## config.mk

```make
export PLATFORM = sky130hd
export DESIGN_NAME = packet_vomiter_axil_master_flat
export DESIGN_NICKNAME = d
export VERILOG_FILES = /design/src/rtl/packet_vomiter_axil_pkg.sv /design/src/rtl/packet_vomiter_axil_if.sv /design/src/rtl/packet_vomiter_axil_timer.sv /design/src/rtl/packet_vomiter_axil_master.sv /design/src/flat_wrapper.sv
export SDC_FILE = /design/constraint.sdc
export NUM_CORES = 1
export LEC_CHECK = 0
export BUFFER_PORTS_ARGS = -buffer_cell sky130_fd_sc_hd__buf_2
export CORE_MARGIN = 10
export CORE_UTILIZATION = 30
export DETAILED_ROUTE_END_ITERATION = 7
export HOLD_SLACK_MARGIN = 0.12
export SLEW_MARGIN = 40
export SYNTH_ARGS = -nofsm -noshare
export SYNTH_HDL_FRONTEND = slang
export SYNTH_SLANG_ARGS = --single-unit
```

## constraint.sdc

```tcl
create_clock -name clk -period 5.9 [get_ports clk]
set_input_delay 1.77 -clock clk [delete_from_list [all_inputs] [get_ports clk]]
set_output_delay 1.77 -clock clk [all_outputs]
set_load 0.01 [all_outputs]
```

## src/rtl/packet_vomiter_axil_pkg.sv

```systemverilog
// Shared constants for the packet_vomiter AXI-Lite master: FSM encoding,
// AXI response codes, timeout counter width and the register-template offset map.
package packet_vomiter_axil_pkg;

    localparam logic [2:0] ST_IDLE  = 3'd0;
    localparam logic [2:0] ST_WRITE = 3'd1;
    localparam logic [2:0] ST_WRESP = 3'd2;
    localparam logic [2:0] ST_READ  = 3'd3;
    localparam logic [2:0] ST_RDATA = 3'd4;
    localparam logic [2:0] ST_RESP  = 3'd5;

    localparam logic [1:0] RESP_OKAY   = 2'b00;
    localparam logic [1:0] RESP_SLVERR = 2'b10;

    localparam int TMO_CNT_W = 16;

    // Register template map shared with sequencers and benches
    localparam logic [31:0] REG_ID      = 32'h0000_0000;
    localparam logic [31:0] REG_VERSION = 32'h0000_0004;
    localparam logic [31:0] REG_RESET   = 32'h0000_0008;
    localparam logic [31:0] REG_ENABLE  = 32'h0000_000C;
    localparam logic [31:0] REG_DEBUG   = 32'h0000_0010;
    localparam logic [31:0] REG_PKTIN   = 32'h0000_0014;
    localparam logic [31:0] REG_PKTOUT  = 32'h0000_0018;

    function automatic logic is_timed_state(input logic [2:0] st);
        return (st == ST_WRITE) || (st == ST_WRESP) || (st == ST_READ) || (st == ST_RDATA);
    endfunction

endpackage

```

## src/rtl/packet_vomiter_axil_if.sv

```systemverilog
// AXI4-Lite bus between the packet_vomiter master and a register slave.
// Handshake: a beat transfers on a rising clk edge where VALID and READY are both high;
// VALID, once raised, stays high with stable payload until that edge.
interface packet_vomiter_axil_if #(
    parameter int ADDR_W = 32,
    parameter int DATA_W = 32
);
    logic [ADDR_W-1:0]   M_AXI_AWADDR;
    logic                M_AXI_AWVALID;
    logic                M_AXI_AWREADY;
    logic [DATA_W-1:0]   M_AXI_WDATA;
    logic [DATA_W/8-1:0] M_AXI_WSTRB;
    logic                M_AXI_WVALID;
    logic                M_AXI_WREADY;
    logic [1:0]          M_AXI_BRESP;
    logic                M_AXI_BVALID;
    logic                M_AXI_BREADY;
    logic [ADDR_W-1:0]   M_AXI_ARADDR;
    logic                M_AXI_ARVALID;
    logic                M_AXI_ARREADY;
    logic [DATA_W-1:0]   M_AXI_RDATA;
    logic [1:0]          M_AXI_RRESP;
    logic                M_AXI_RVALID;
    logic                M_AXI_RREADY;

    modport master (
        output M_AXI_AWADDR, M_AXI_AWVALID, M_AXI_WDATA, M_AXI_WSTRB, M_AXI_WVALID,
               M_AXI_BREADY, M_AXI_ARADDR, M_AXI_ARVALID, M_AXI_RREADY,
        input  M_AXI_AWREADY, M_AXI_WREADY, M_AXI_BRESP, M_AXI_BVALID,
               M_AXI_ARREADY, M_AXI_RDATA, M_AXI_RRESP, M_AXI_RVALID
    );

    modport slave (
        input  M_AXI_AWADDR, M_AXI_AWVALID, M_AXI_WDATA, M_AXI_WSTRB, M_AXI_WVALID,
               M_AXI_BREADY, M_AXI_ARADDR, M_AXI_ARVALID, M_AXI_RREADY,
        output M_AXI_AWREADY, M_AXI_WREADY, M_AXI_BRESP, M_AXI_BVALID,
               M_AXI_ARREADY, M_AXI_RDATA, M_AXI_RRESP, M_AXI_RVALID
    );
endinterface

```

## src/rtl/packet_vomiter_axil_timer.sv

```systemverilog
// Per-state handshake watchdog: clears on state change, counts while run is high,
// flags expiry on the LIMIT-th cycle spent in one state.
module packet_vomiter_axil_timer
    import packet_vomiter_axil_pkg::*;
#(
    parameter int LIMIT = 1024
) (
    input  logic clk,
    input  logic reset,
    input  logic clear,
    input  logic run,
    output logic expired
);
    localparam logic [TMO_CNT_W-1:0] LAST = TMO_CNT_W'(LIMIT - 1);

    logic [TMO_CNT_W-1:0] count_q;

    always_ff @(posedge clk or posedge reset) begin
        if (reset) begin
            count_q <= '0;
        end else if (clear) begin
            count_q <= '0;
        end else if (run) begin
            count_q <= count_q + 1'b1;
        end
    end

    assign expired = run && (count_q == LAST);

endmodule

```

## src/rtl/packet_vomiter_axil_master.sv

```systemverilog
// Single-outstanding AXI4-Lite master turning register commands into bus transactions.
// Define PACKET_VOMITER_AXIL_TIMEOUT_EN to abort stalled handshakes after C_TIMEOUT_CYCLES.
module packet_vomiter_axil_master
    import packet_vomiter_axil_pkg::*;
#(
    parameter logic [31:0] C_BASE_ADDRESS     = 32'h0000_0000,
    parameter int          C_M_AXI_DATA_WIDTH = 32,
    parameter int          C_M_AXI_ADDR_WIDTH = 32,
    parameter int          C_TIMEOUT_CYCLES   = 1024
) (
    input  logic                            clk,
    input  logic                            reset,
    input  logic                            cmd_valid,
    output logic                            cmd_ready,
    input  logic                            cmd_rnw,
    input  logic [C_M_AXI_ADDR_WIDTH-1:0]   cmd_addr,
    input  logic [C_M_AXI_DATA_WIDTH-1:0]   cmd_wdata,
    input  logic [C_M_AXI_DATA_WIDTH/8-1:0] cmd_wstrb,
    output logic                            rsp_valid,
    input  logic                            rsp_ready,
    output logic [C_M_AXI_DATA_WIDTH-1:0]   rsp_rdata,
    output logic [1:0]                      rsp_resp,
    output logic                            rsp_timeout,
    output logic                            busy,
    output logic [2:0]                      dbg_state,
    packet_vomiter_axil_if.master           m_axi
);
    logic [2:0] state_q, state_d;
    logic       awvalid_q, wvalid_q, bready_q, arvalid_q, rready_q;
    logic       rsp_valid_q, timeout_q, busy_q;
    logic [1:0] resp_q;
    logic [C_M_AXI_ADDR_WIDTH-1:0]   awaddr_q, araddr_q;
    logic [C_M_AXI_DATA_WIDTH-1:0]   wdata_q, rdata_q;
    logic [C_M_AXI_DATA_WIDTH/8-1:0] wstrb_q;
    logic [C_M_AXI_ADDR_WIDTH-1:0]   issue_addr;
    logic       aw_fin, w_fin, tmo_expired;

    assign issue_addr = cmd_addr | C_BASE_ADDRESS[C_M_AXI_ADDR_WIDTH-1:0];

    // A write channel is finished once its VALID has dropped or it handshakes this edge
    assign aw_fin = !awvalid_q || m_axi.M_AXI_AWREADY;
    assign w_fin  = !wvalid_q  || m_axi.M_AXI_WREADY;

`ifdef PACKET_VOMITER_AXIL_TIMEOUT_EN
    packet_vomiter_axil_timer #(
        .LIMIT (C_TIMEOUT_CYCLES)
    ) u_timer (
        .clk     (clk),
        .reset   (reset),
        .clear   (state_d != state_q),
        .run     (is_timed_state(state_q)),
        .expired (tmo_expired)
    );
`else
    localparam int unused_timeout_cycles = C_TIMEOUT_CYCLES;
    assign tmo_expired = 1'b0;
`endif

    always_comb begin
        state_d = state_q;
        case (state_q)
            ST_IDLE:  if (cmd_valid) state_d = cmd_rnw ? ST_READ : ST_WRITE;
            ST_WRITE: if (aw_fin && w_fin) state_d = ST_WRESP;
            ST_WRESP: if (m_axi.M_AXI_BVALID && bready_q) state_d = ST_RESP;
            ST_READ:  if (arvalid_q && m_axi.M_AXI_ARREADY) state_d = ST_RDATA;
            ST_RDATA: if (m_axi.M_AXI_RVALID && rready_q) state_d = ST_RESP;
            ST_RESP:  if (rsp_ready) state_d = ST_IDLE;
            default:  state_d = ST_IDLE;
        endcase
        if (tmo_expired) state_d = ST_RESP;
    end

    always_ff @(posedge clk or posedge reset) begin
        if (reset) begin
            state_q     <= ST_IDLE;
            awvalid_q   <= 1'b0;
            wvalid_q    <= 1'b0;
            bready_q    <= 1'b0;
            arvalid_q   <= 1'b0;
            rready_q    <= 1'b0;
            awaddr_q    <= '0;
            araddr_q    <= '0;
            wdata_q     <= '0;
            wstrb_q     <= '0;
            rsp_valid_q <= 1'b0;
            rdata_q     <= '0;
            resp_q      <= RESP_OKAY;
            timeout_q   <= 1'b0;
            busy_q      <= 1'b0;
        end else begin
            state_q <= state_d;
            if (tmo_expired) begin
                // Abandon every channel; late slave handshakes fall on a master that is no longer listening
                awvalid_q   <= 1'b0;
                wvalid_q    <= 1'b0;
                bready_q    <= 1'b0;
                arvalid_q   <= 1'b0;
                rready_q    <= 1'b0;
                rsp_valid_q <= 1'b1;
                resp_q      <= RESP_SLVERR;
                rdata_q     <= '0;
                timeout_q   <= 1'b1;
            end else begin
                case (state_q)
                    ST_IDLE: if (cmd_valid) begin
                        busy_q    <= 1'b1;
                        timeout_q <= 1'b0;
                        if (cmd_rnw) begin
                            arvalid_q <= 1'b1;
                            araddr_q  <= issue_addr;
                        end else begin
                            awvalid_q <= 1'b1;
                            wvalid_q  <= 1'b1;
                            awaddr_q  <= issue_addr;
                            wdata_q   <= cmd_wdata;
                            wstrb_q   <= cmd_wstrb;
                        end
                    end
                    ST_WRITE: begin
                        if (m_axi.M_AXI_AWREADY) awvalid_q <= 1'b0;
                        if (m_axi.M_AXI_WREADY)  wvalid_q  <= 1'b0;
                        if (aw_fin && w_fin)     bready_q  <= 1'b1;
                    end
                    ST_WRESP: if (m_axi.M_AXI_BVALID && bready_q) begin
                        bready_q    <= 1'b0;
                        resp_q      <= m_axi.M_AXI_BRESP;
                        rdata_q     <= '0;
                        rsp_valid_q <= 1'b1;
                    end
                    ST_READ: if (m_axi.M_AXI_ARREADY) begin
                        arvalid_q <= 1'b0;
                        rready_q  <= 1'b1;
                    end
                    ST_RDATA: if (m_axi.M_AXI_RVALID && rready_q) begin
                        rready_q    <= 1'b0;
                        resp_q      <= m_axi.M_AXI_RRESP;
                        rdata_q     <= m_axi.M_AXI_RDATA;
                        rsp_valid_q <= 1'b1;
                    end
                    ST_RESP: if (rsp_ready) begin
                        rsp_valid_q <= 1'b0;
                        busy_q      <= 1'b0;
                    end
                    default: ;
                endcase
            end
        end
    end

    assign cmd_ready   = (state_q == ST_IDLE);
    assign rsp_valid   = rsp_valid_q;
    assign rsp_rdata   = rdata_q;
    assign rsp_resp    = resp_q;
    assign rsp_timeout = timeout_q;
    assign busy        = busy_q;
    assign dbg_state   = state_q;

    assign m_axi.M_AXI_AWADDR  = awaddr_q;
    assign m_axi.M_AXI_AWVALID = awvalid_q;
    assign m_axi.M_AXI_WDATA   = wdata_q;
    assign m_axi.M_AXI_WSTRB   = wstrb_q;
    assign m_axi.M_AXI_WVALID  = wvalid_q;
    assign m_axi.M_AXI_BREADY  = bready_q;
    assign m_axi.M_AXI_ARADDR  = araddr_q;
    assign m_axi.M_AXI_ARVALID = arvalid_q;
    assign m_axi.M_AXI_RREADY  = rready_q;

endmodule

```

## src/flat_wrapper.sv

```systemverilog
// flat-port wrapper written by rule: the top's interface ports become plain ports
module packet_vomiter_axil_master_flat import packet_vomiter_axil_pkg::*;
#(
    parameter logic [31:0] C_BASE_ADDRESS     = 32'h0000_0000,
    parameter int          C_M_AXI_DATA_WIDTH = 32,
    parameter int          C_M_AXI_ADDR_WIDTH = 32,
    parameter int          C_TIMEOUT_CYCLES   = 1024
)
  (clk, reset, cmd_valid, cmd_ready, cmd_rnw, cmd_addr, cmd_wdata, cmd_wstrb, rsp_valid, rsp_ready, rsp_rdata, rsp_resp, rsp_timeout, busy, dbg_state, m_axi_M_AXI_AWADDR, m_axi_M_AXI_AWVALID, m_axi_M_AXI_WDATA, m_axi_M_AXI_WSTRB, m_axi_M_AXI_WVALID, m_axi_M_AXI_BREADY, m_axi_M_AXI_ARADDR, m_axi_M_AXI_ARVALID, m_axi_M_AXI_RREADY, m_axi_M_AXI_AWREADY, m_axi_M_AXI_WREADY, m_axi_M_AXI_BRESP, m_axi_M_AXI_BVALID, m_axi_M_AXI_ARREADY, m_axi_M_AXI_RDATA, m_axi_M_AXI_RRESP, m_axi_M_AXI_RVALID);
  packet_vomiter_axil_if m_axi_i ();
  input  logic clk;
  input  logic reset;
  input  logic cmd_valid;
  output logic cmd_ready;
  input  logic cmd_rnw;
  input  logic [C_M_AXI_ADDR_WIDTH-1:0] cmd_addr;
  input  logic [C_M_AXI_DATA_WIDTH-1:0] cmd_wdata;
  input  logic [C_M_AXI_DATA_WIDTH/8-1:0] cmd_wstrb;
  output logic rsp_valid;
  input  logic rsp_ready;
  output logic [C_M_AXI_DATA_WIDTH-1:0] rsp_rdata;
  output logic [1:0] rsp_resp;
  output logic rsp_timeout;
  output logic busy;
  output logic [2:0] dbg_state;
  output wire logic [$bits(m_axi_i.M_AXI_AWADDR)-1:0] m_axi_M_AXI_AWADDR;
  output wire logic [$bits(m_axi_i.M_AXI_AWVALID)-1:0] m_axi_M_AXI_AWVALID;
  output wire logic [$bits(m_axi_i.M_AXI_WDATA)-1:0] m_axi_M_AXI_WDATA;
  output wire logic [$bits(m_axi_i.M_AXI_WSTRB)-1:0] m_axi_M_AXI_WSTRB;
  output wire logic [$bits(m_axi_i.M_AXI_WVALID)-1:0] m_axi_M_AXI_WVALID;
  output wire logic [$bits(m_axi_i.M_AXI_BREADY)-1:0] m_axi_M_AXI_BREADY;
  output wire logic [$bits(m_axi_i.M_AXI_ARADDR)-1:0] m_axi_M_AXI_ARADDR;
  output wire logic [$bits(m_axi_i.M_AXI_ARVALID)-1:0] m_axi_M_AXI_ARVALID;
  output wire logic [$bits(m_axi_i.M_AXI_RREADY)-1:0] m_axi_M_AXI_RREADY;
  input wire logic [$bits(m_axi_i.M_AXI_AWREADY)-1:0] m_axi_M_AXI_AWREADY;
  input wire logic [$bits(m_axi_i.M_AXI_WREADY)-1:0] m_axi_M_AXI_WREADY;
  input wire logic [$bits(m_axi_i.M_AXI_BRESP)-1:0] m_axi_M_AXI_BRESP;
  input wire logic [$bits(m_axi_i.M_AXI_BVALID)-1:0] m_axi_M_AXI_BVALID;
  input wire logic [$bits(m_axi_i.M_AXI_ARREADY)-1:0] m_axi_M_AXI_ARREADY;
  input wire logic [$bits(m_axi_i.M_AXI_RDATA)-1:0] m_axi_M_AXI_RDATA;
  input wire logic [$bits(m_axi_i.M_AXI_RRESP)-1:0] m_axi_M_AXI_RRESP;
  input wire logic [$bits(m_axi_i.M_AXI_RVALID)-1:0] m_axi_M_AXI_RVALID;
  assign m_axi_M_AXI_AWADDR = m_axi_i.M_AXI_AWADDR;
  assign m_axi_M_AXI_AWVALID = m_axi_i.M_AXI_AWVALID;
  assign m_axi_M_AXI_WDATA = m_axi_i.M_AXI_WDATA;
  assign m_axi_M_AXI_WSTRB = m_axi_i.M_AXI_WSTRB;
  assign m_axi_M_AXI_WVALID = m_axi_i.M_AXI_WVALID;
  assign m_axi_M_AXI_BREADY = m_axi_i.M_AXI_BREADY;
  assign m_axi_M_AXI_ARADDR = m_axi_i.M_AXI_ARADDR;
  assign m_axi_M_AXI_ARVALID = m_axi_i.M_AXI_ARVALID;
  assign m_axi_M_AXI_RREADY = m_axi_i.M_AXI_RREADY;
  assign m_axi_i.M_AXI_AWREADY = m_axi_M_AXI_AWREADY;
  assign m_axi_i.M_AXI_WREADY = m_axi_M_AXI_WREADY;
  assign m_axi_i.M_AXI_BRESP = m_axi_M_AXI_BRESP;
  assign m_axi_i.M_AXI_BVALID = m_axi_M_AXI_BVALID;
  assign m_axi_i.M_AXI_ARREADY = m_axi_M_AXI_ARREADY;
  assign m_axi_i.M_AXI_RDATA = m_axi_M_AXI_RDATA;
  assign m_axi_i.M_AXI_RRESP = m_axi_M_AXI_RRESP;
  assign m_axi_i.M_AXI_RVALID = m_axi_M_AXI_RVALID;
  packet_vomiter_axil_master #(.C_BASE_ADDRESS(C_BASE_ADDRESS), .C_M_AXI_DATA_WIDTH(C_M_AXI_DATA_WIDTH), .C_M_AXI_ADDR_WIDTH(C_M_AXI_ADDR_WIDTH), .C_TIMEOUT_CYCLES(C_TIMEOUT_CYCLES)) u_core (.clk(clk), .reset(reset), .cmd_valid(cmd_valid), .cmd_ready(cmd_ready), .cmd_rnw(cmd_rnw), .cmd_addr(cmd_addr), .cmd_wdata(cmd_wdata), .cmd_wstrb(cmd_wstrb), .rsp_valid(rsp_valid), .rsp_ready(rsp_ready), .rsp_rdata(rsp_rdata), .rsp_resp(rsp_resp), .rsp_timeout(rsp_timeout), .busy(busy), .dbg_state(dbg_state), .m_axi(m_axi_i));
endmodule
```

After elaboration in Yosys (flattened, before gate mapping). Index checks and enable logic that the tools add are counted.

Flip-flop bits (word level): 144. Bits in latches: 0. RAM bits: 0. ROM bits: 0. Bits of input ports: 114. Output and inout bits: 146. Word-level logic and storage cells: 94. Memories: 0.

$add $sub $neg: 0. Multipliers: 0. Div/mod/pow operators: 0. $lt $le $gt $ge: 0. Eq/ne operators: 16. Shift-type cells: 0. Mux-type cells: 36. Bitwise operators: 1. Reduce and logical (&&, ||, !) cells: 27.

Operators with widths (number): 32-bit 2-to-1 mux (2); 32-bit case mux with 2 select lines (1); 3-bit 2-to-1 mux (6); 3-bit case mux with 6 select lines (1); 3-bit AND reduction (6); 4-bit AND reduction (4); 1-bit 2-to-1 mux (15); 2-bit != test (second input constant) (6); 1-bit case mux with 2 select lines (6); 2-bit nonzero test (6); 2-bit by 1-bit != test with 1-bit output (second input constant) (5); 3-bit by 2-bit equality test with 1-bit output (second input constant) (2); 3-bit equality test (second input constant) (2); 2-bit 2-to-1 mux (3); 6-bit AND reduction (1); 1-bit logical AND (4); 2-bit case mux with 2 select lines (1); 3-bit by 1-bit equality test with 1-bit output (second input constant) (1); 3-bit zero test (1); 1-bit case mux with 3 select lines (1); 3-bit nonzero test (1); 1-bit zero test (2); 1-bit logical OR (2); 1-bit inverter (1).

Logic depth before layout (Yosys ltp). Gate-level depths: netlist of the first run.

Depth in word-level cells: 5. Mapped depth: 7. Gate-level depth less buffers: 4.

Least setup slack after synthesis of the first run. OpenSTA, ideal clock, no wires.

Path kind: in2reg. Start point: in m_axi_M_AXI_BVALID. End point: reg u_core.rdata_q[10] (netlist: u_core.rsp_rdata[10]). Setup time: 0.121 ns. Data arrival time: 2.647 ns. Required time: 5.779 ns. Setup slack: 3.132 ns. Stages: 5. Path buffers: 2. Cells stage by stage: nand2_1 a221o_1 buf_6 buf_6 a22o_1.

Longest elaborated chain between the ends: 3.

Ends and longest elaborated chain: start, declared (line flat_wrapper.sv:38) `input wire logic [$bits(m_axi_i.M_AXI_BVALID)-1:0] m_axi_M_AXI_BVALID;`; 1-bit logical AND (line packet_vomiter_axil_master.sv:124) `ST_WRESP: if (m_axi.M_AXI_BVALID && bready_q) begin`; 2-bit by 1-bit != test with 1-bit output (no line); 3-bit AND reduction (no line); end signal, assigned (line packet_vomiter_axil_master.sv:137) `rdata_q <= m_axi.M_AXI_RDATA;`; end, declared (line packet_vomiter_axil_master.sv:33) `logic [C_M_AXI_DATA_WIDTH-1:0] wdata_q, rdata_q;`.

No other way between the ends. A chain may end at the register's enable or synchronous reset.

Final worst setup path of the first run.
Start point: reg u_core.state_q[0] (netlist: u_core.dbg_state[0]). End point: out cmd_ready.

Longest elaborated chain between the ends: 1.

Ends and longest elaborated chain: start, declared (line packet_vomiter_axil_master.sv:28) `logic [2:0] state_q, state_d;`; start signal, assigned (line packet_vomiter_axil_master.sv:91) `state_q <= state_d;`; 3-bit zero test (line packet_vomiter_axil_master.sv:150) `assign cmd_ready = (state_q == ST_IDLE);`; end, declared (line flat_wrapper.sv:14) `output logic cmd_ready;`.

No other way between the ends.

==> results.sh, run 1 <==
export IMPL_outcome="finished, final reports clean"
export IMPL_die_y_um=156.0
export IMPL_slew_headroom=0.5105
export IMPL_drive_gt1_frac=0.4777
export IMPL_coreArea_mm2=0.01809
export IMPL_gp_congestion=0.8224
export IMPL_cts_tree="yes"
export IMPL_syn_avg_cell_area_um2=15.49
export IMPL_root_buffer="clkbuf_16"
export IMPL_cts_max_level=4
export IMPL_period_needed_ns=3.308
export IMPL_hold_class="flop to flop"
export IMPL_insertedDiodeCount=0
export IMPL_leakagePower_nw=3.865
export IMPL_die_w_um=156.0
export IMPL_period_share=0.5607
export IMPL_ys_seq_area_frac=0.6498
export IMPL_globalRouteOverflowTotal=0
export IMPL_required_ns=4.13
export IMPL_boundaryPins=260
export IMPL_nFillCells=1747
export IMPL_ys_warn_count=0
export IMPL_worst_slew_pin_slew_ns=0.7343
export IMPL_firstDrtPassIters=4
export IMPL_syn_nets=472
export IMPL_maxCapViolCount=0
export IMPL_grt_max_degree=105
export IMPL_whs_path_depth=1
export IMPL_seqPwrFrac=0.405
export IMPL_drc=0
export IMPL_ys_ff_latch=144
export IMPL_intPower_w=0.002832
export IMPL_worst_setup_path_type="flop to output pin"
export IMPL_drv_slew=0
export IMPL_start_kind="flop"
export IMPL_comb_power_share=0.349
export IMPL_p_per_area_mw_per_mm2=570.3
export IMPL_start_util=0.3066
export IMPL_dp_cells=825
export IMPL_p_sw_frac=0.3460
export IMPL_r2r_cells=3
export IMPL_numPortBuffers=258
export IMPL_final_hold_violation_count=0
export IMPL_synth_cells=358
export IMPL_clk_latency_ns=0.41
export IMPL_synth_ff_type="dfrtp_1"
export IMPL_wire_per_inst_um=18.31
export IMPL_worst_slack_ns=2.592
export IMPL_antenna_found_initial=0
export IMPL_final_nets=729
export IMPL_synth_async_reset_ratio=1.000
export IMPL_hold_buffers=0
export IMPL_dp_slack_ns=2.831
export IMPL_final_area_mm2=0.007592
export IMPL_post_cts_buffers=0
export IMPL_p_sw_w=0.001498
export IMPL_cp_max_fo=17
export IMPL_setup_viol=0
export IMPL_clkTransAtPathRegs_ns=0.06
export IMPL_fp_row_count=49
export IMPL_vdd_drop_max_uv=221.4
export IMPL_postPlaceCellArea_mm2=0.007004
export IMPL_hpwl_mm=11.87
export IMPL_fin_cells=857
export IMPL_max_freq_mhz=302.3
export IMPL_grt_pass1_vias=4373
export IMPL_cts_inserted_buffers=17
export IMPL_cts_sinks=144
export IMPL_synth_area_mm2=0.005545
export IMPL_routed_wl_mm=15.69
export IMPL_vias=3886
export IMPL_die_area_mm2=0.02432
export IMPL_grt_pass1_wl_mm=24.38
export IMPL_synthDistinctLibCells=32
export IMPL_clockBufferDepth=2
export IMPL_cts_resized_gates=0
export IMPL_end_kind="output pin"
export IMPL_fin_skew_ns=0.008097
export IMPL_areaGrowthSynthToFinish_pct=36.91
export IMPL_rsz0062_at_grt="false"
export IMPL_vias_per_cell=4.534
export IMPL_drtIter0Drc=110
export IMPL_setup_tns_ns=0
export IMPL_synth_edf_count=0
export IMPL_arrival_ns=1.54
export IMPL_ant_nets=0
export IMPL_clkPwrFrac=0.245
export IMPL_grt_use_total=0.1284
[worst paths after layout]
kind	from	slack [ns]	to
setup / recovery	u_core.dbg_state[0]$_DFFE_PP0P_	2.59	cmd_ready
hold / removal	u_core.rsp_valid$_DFFE_PP0P_	0.48	u_core.rsp_valid$_DFFE_PP0P_
setup reg to reg	u_core.dbg_state[0]$_DFFE_PP0P_	3.85	u_core.m_axi.M_AXI_ARADDR[14]$_DFFE_PP0P_
hold reg to reg	u_core.rsp_valid$_DFFE_PP0P_	0.48	u_core.rsp_valid$_DFFE_PP0P_
max in group asynchronous	reset	3.34	u_core.m_axi.M_AXI_BREADY$_DFFE_PP0P_
min in group asynchronous	reset	1.47	u_core.m_axi.M_AXI_WSTRB[1]$_DFFE_PP0P_
[critical path, stage by stage, from the launching register on]
cell     delay [ns]
dfrtp_1        0.58
nor3_4         0.35
buf_2          0.19
[layout by cell type, fill, tap and decap left out, types with 3 or more instances in the layout]
master and instances:
buf_2 258, dfrtp_1 144, mux2_1 101, a22o_1 32
clkbuf_16 17, nand2_1 11, a21oi_1 6, clkinv_2 4
nand2b_1 3, mux2i_1 3, o21ai_1 3, inv_1 3
inv_6 3, buf_4 3
[routing by layer]
metal	up-vias	GRT usage	wire, µm
met3	19	0.07141	1810
li1	1794	-	-
met5	-	0	0
met4	0	0.05171	265
met1	1894	0.1365	6146
met2	179	0.2083	7466
[power by group through the flow]
stage / Clock (W) / Sequential, W / Combinational, W
6_report: 0.00106 / 0.00176 / 0.00151
5_1_grt: 0.00114 / 0.00183 / 0.00166
2_1_floorplan: 0 / 0.00196 / 0.000622
3_5_place_dp: 0 / 0.00176 / 0.00156
4_1_cts: 0.00110 / 0.00176 / 0.00156
3_3_place_gp: 0 / 0.00175 / 0.00152
[layout make-up]
class,instances,area [µm²],area share
sequential,144,3603,0.4746
multi-input combinational,187,1778,0.2342
timing repair buffer,261,1314,0.1730
clock buffer,20,456.7,0.06015
tap,229,286.5,0.03774
clock inverter,12,131.4,0.01730
inverter,4,22.52,0.002966
[metrics by stage]
| stage | total power [W] | hold WS, ns | util |
|---|---|---|---|
| finish | 0.004330 | 0.4768 | 0.4198 |
| CTS | 0.004417 | 0.4835 | 0.4198 |
| global route | 0.004636 | 0.4988 | 0.4198 |
| floorplan | 0.002582 | 0.5164 | - |
| detailed placement | 0.003324 | 0.4611 | 0.3873 |
| global placement | 0.003268 | 0.4618 | 0.3868 |
[kinds of logic (layout without fill, tap and decap cells)]
kind of cell	count (synthesis)	in the layout	share of synthesized area
AO/OA/AOI/OAI	53	53	0.07672
multiplexers	104	104	0.2105
other	1	1	0.0006762
AND/OR/NAND/NOR	29	29	0.03136
buffers and inverters	27	297	0.03091
flip-flops	144	144	0.6498
[cells in the mapped netlist, types with 3 or more instances]
master    instances  area share
mux2i_1           3      0.0054
buf_4             4      0.0054
dfrtp_1         144        0.65
inv_1             4      0.0027
a22o_1           32       0.051
buf_2            14       0.013
nand2_1          11      0.0074
mux2_1          101        0.21
o21ai_1           3      0.0027
nand2b_1          3      0.0034
a21oi_1           6      0.0054
buf_6             5       0.010
[sequential cells by signal, summed over array words and instances, names as in the netlist]
signal                      flops
u_core.busy                     1
u_core.dbg_state                3
u_core.m_axi.M_AXI_ARADDR      32
u_core.m_axi.M_AXI_ARVALID      1
u_core.m_axi.M_AXI_AWADDR      32
u_core.m_axi.M_AXI_AWVALID      1
u_core.m_axi.M_AXI_BREADY       1
u_core.m_axi.M_AXI_RREADY       1
u_core.m_axi.M_AXI_WDATA       32
u_core.m_axi.M_AXI_WSTRB        4
u_core.m_axi.M_AXI_WVALID       1
u_core.rsp_rdata               32
u_core.rsp_resp                 2
u_core.rsp_valid                1
No activity file was read; power rests on OpenSTA's default activity.
==> inputs of run 2 (changes only) <==
==> constraint.sdc (replaced) <==
create_clock -name clk -period 3.45 [get_ports clk]
set_input_delay 1.035 -clock clk [delete_from_list [all_inputs] [get_ports clk]]
set_output_delay 1.035 -clock clk [all_outputs]
set_load 0.01 [all_outputs]
==> run 2 against run 1 <==
- combinational power grew 74%
- critical path depth is the same
- critical endpoint unchanged
- count of clock-buffer cells in the layout shrank 2
- largest cell class unchanged
- cell area grew 1.3%
- sequential power grew 70%
- worst setup slack lost 1.7 ns
==> results.sh, run 2 (synthesized netlist as in run 1, its figures left out) <==
export IMPL_outcome="finished, final reports clean"
export IMPL_dp_slack_ns=1.105
export IMPL_start_kind="flop"
export IMPL_worst_slew_pin_slew_ns=0.5652
export IMPL_clockBufferDepth=2
export IMPL_die_area_mm2=0.02432
export IMPL_areaGrowthSynthToFinish_pct=38.70
export IMPL_final_hold_violation_count=0
export IMPL_cts_sinks=144
export IMPL_grt_util_met3=0.07830
export IMPL_rsz0062_at_grt="false"
export IMPL_numPortBuffers=258
export IMPL_start_util=0.3066
export IMPL_slew_headroom=0.6232
export IMPL_grt_max_degree=145
export IMPL_grtUsageMet2=0.2156
export IMPL_required_ns=2.41
export IMPL_fin_skew_ns=0.009803
export IMPL_layout_commonest_cell="buf_2"
export IMPL_p_per_area_mw_per_mm2=975.3
export IMPL_max_freq_mhz=391.0
export IMPL_drv_slew=0
export IMPL_hold_class="flop to flop"
export IMPL_arrival_ns=1.52
export IMPL_intPower_w=0.004904
export IMPL_final_cell_mix="258 x buf_2, 144 x dfrtp_1, 101 x mux2_1"
export IMPL_final_nets=733
export IMPL_drtIter0Drc=118
export IMPL_grt_pass1_wl_mm=25.23
export IMPL_root_buffer="clkbuf_16"
export IMPL_routed_wl_mm=15.93
export IMPL_cts_tree="yes"
export IMPL_maxCapViolCount=0
export IMPL_comb_power_share=0.350
export IMPL_worst_setup_path_type="flop to output pin"
export IMPL_p_sw_frac=0.3463
export IMPL_grt_use_total=0.1320
export IMPL_final_util=0.4253
export IMPL_cts_max_level=4
export IMPL_vias=3978
export IMPL_gp_congestion=0.7775
export IMPL_p_sw_w=0.002597
export IMPL_end_kind="output pin"
export IMPL_vdd_drop_max_uv=351.7
export IMPL_cp_max_fo=17
export IMPL_globalRouteOverflowTotal=0
export IMPL_busiest_layer="met2"
export IMPL_gr_usage_met1=0.1394
export IMPL_firstDrtPassIters=4
export IMPL_setup_tns_ns=0
export IMPL_worst_slack_ns=0.8924
export IMPL_hold_buffers=0
export IMPL_setup_viol=0
export IMPL_crit_slowest_cell="dfrtp_1"
export IMPL_cts_resized_gates=0
export IMPL_boundaryPins=260
export IMPL_coreArea_mm2=0.01809
export IMPL_drc=0
export IMPL_grt_pass1_vias=4518
export IMPL_hpwl_mm=12.37
export IMPL_clkPwrFrac=0.251
export IMPL_period_share=0.7413
export IMPL_vias_per_cell=4.604
export IMPL_leakagePower_nw=3.892
export IMPL_wire_per_inst_um=18.44
export IMPL_antenna_found_initial=3
export IMPL_postPlaceCellArea_mm2=0.007049
export IMPL_seqPwrFrac=0.400
export IMPL_post_cts_buffers=0
export IMPL_cts_inserted_buffers=17
export IMPL_final_area_mm2=0.007691
export IMPL_die_y_um=156.0
export IMPL_ant_nets=0
export IMPL_path_cells="nor3_4 -> buf_2"
export IMPL_clkTransAtPathRegs_ns=0.06
export IMPL_clk_latency_ns=0.41
export IMPL_drive_gt1_frac=0.4778
export IMPL_die_w_um=156.0
export IMPL_period_needed_ns=2.558
export IMPL_cp_slowest_stage_delay_ns=0.59
export IMPL_fp_row_count=49
-- run 2: changes by cell type in the layout (fill, tap and decap cells not counted), moves of 2 or more --
| cell | before | now |
|---|---|---|
| clkbuf_8 | 2 | 0 |
| buf_16 | 0 | 2 |
| diode_2 | 0 | 3 |
| clkinvlp_4 | 1 | 5 |
| inv_6 | 3 | 5 |
| clkinv_2 | 4 | 1 |
-- run 2: critical path, delay by kind of cell (launching register included) --
family	cells	cell delay (ns)
buffers and inverters	1	0.19
AND/OR/NAND/NOR	1	0.34
flip-flops	1	0.59
-- run 2: area by class of cell --
cell class	count	area, µm²
antenna	3	7.507
clock buffer	18	429.2
clock inverter	14	177.7
fill	1687	10400
inverter	4	18.77
multi-input combinational	187	1772
sequential	144	3603
tap	229	286.5
timing repair buffer	265	1396
-- run 2: power groups by stage --
stage | Clock, W | Combinational (W) | Sequential [W]
2_1_floorplan | 0 | 0.00106 | 0.00335
3_3_place_gp | 0 | 0.00261 | 0.00299
3_5_place_dp | 0 | 0.00271 | 0.00301
4_1_cts | 0.00194 | 0.00270 | 0.00301
5_1_grt | 0.00202 | 0.00288 | 0.00312
6_report | 0.00188 | 0.00262 | 0.00300
-- run 2: final timing paths --
check / slack (ns) / start / end / depth (start not counted)
min in group asynchronous: 0.70 / reset / u_core.m_axi.M_AXI_WDATA[8]$_DFFE_PP0P_ / 3
worst max register to register: 1.35 / u_core.dbg_state[0]$_DFFE_PP0P_ / u_core.m_axi.M_AXI_ARADDR[16]$_DFFE_PP0P_ / 4
worst min-delay path: 0.48 / u_core.m_axi.M_AXI_ARADDR[19]$_DFFE_PP0P_ / u_core.m_axi.M_AXI_ARADDR[19]$_DFFE_PP0P_ / 1
max in group asynchronous: 2.04 / reset / u_core.m_axi.M_AXI_WVALID$_DFFE_PP0P_ / 4
worst max-delay path: 0.89 / u_core.dbg_state[0]$_DFFE_PP0P_ / cmd_ready / 2
worst min register to register: 0.48 / u_core.m_axi.M_AXI_ARADDR[19]$_DFFE_PP0P_ / u_core.m_axi.M_AXI_ARADDR[19]$_DFFE_PP0P_ / 1
-- run 2: per-stage QoR --
stage                     hold slack [ns]  total power [W]  std cells
after global routing               0.4952         0.008015        862
after CTS                          0.4828         0.007641        860
final                              0.4768         0.007501        864
after detailed placement           0.4693         0.005717        828
after global placement             0.4611         0.005600        827
after floorplan                    0.5164         0.004416        358
-- run 2: layer usage --
metal / routed length (µm) / share of wire
met5: 13 / 0.00082
met1: 5988 / 0.38
met2: 7816 / 0.49
met4: 150 / 0.0094
met3: 1962 / 0.12
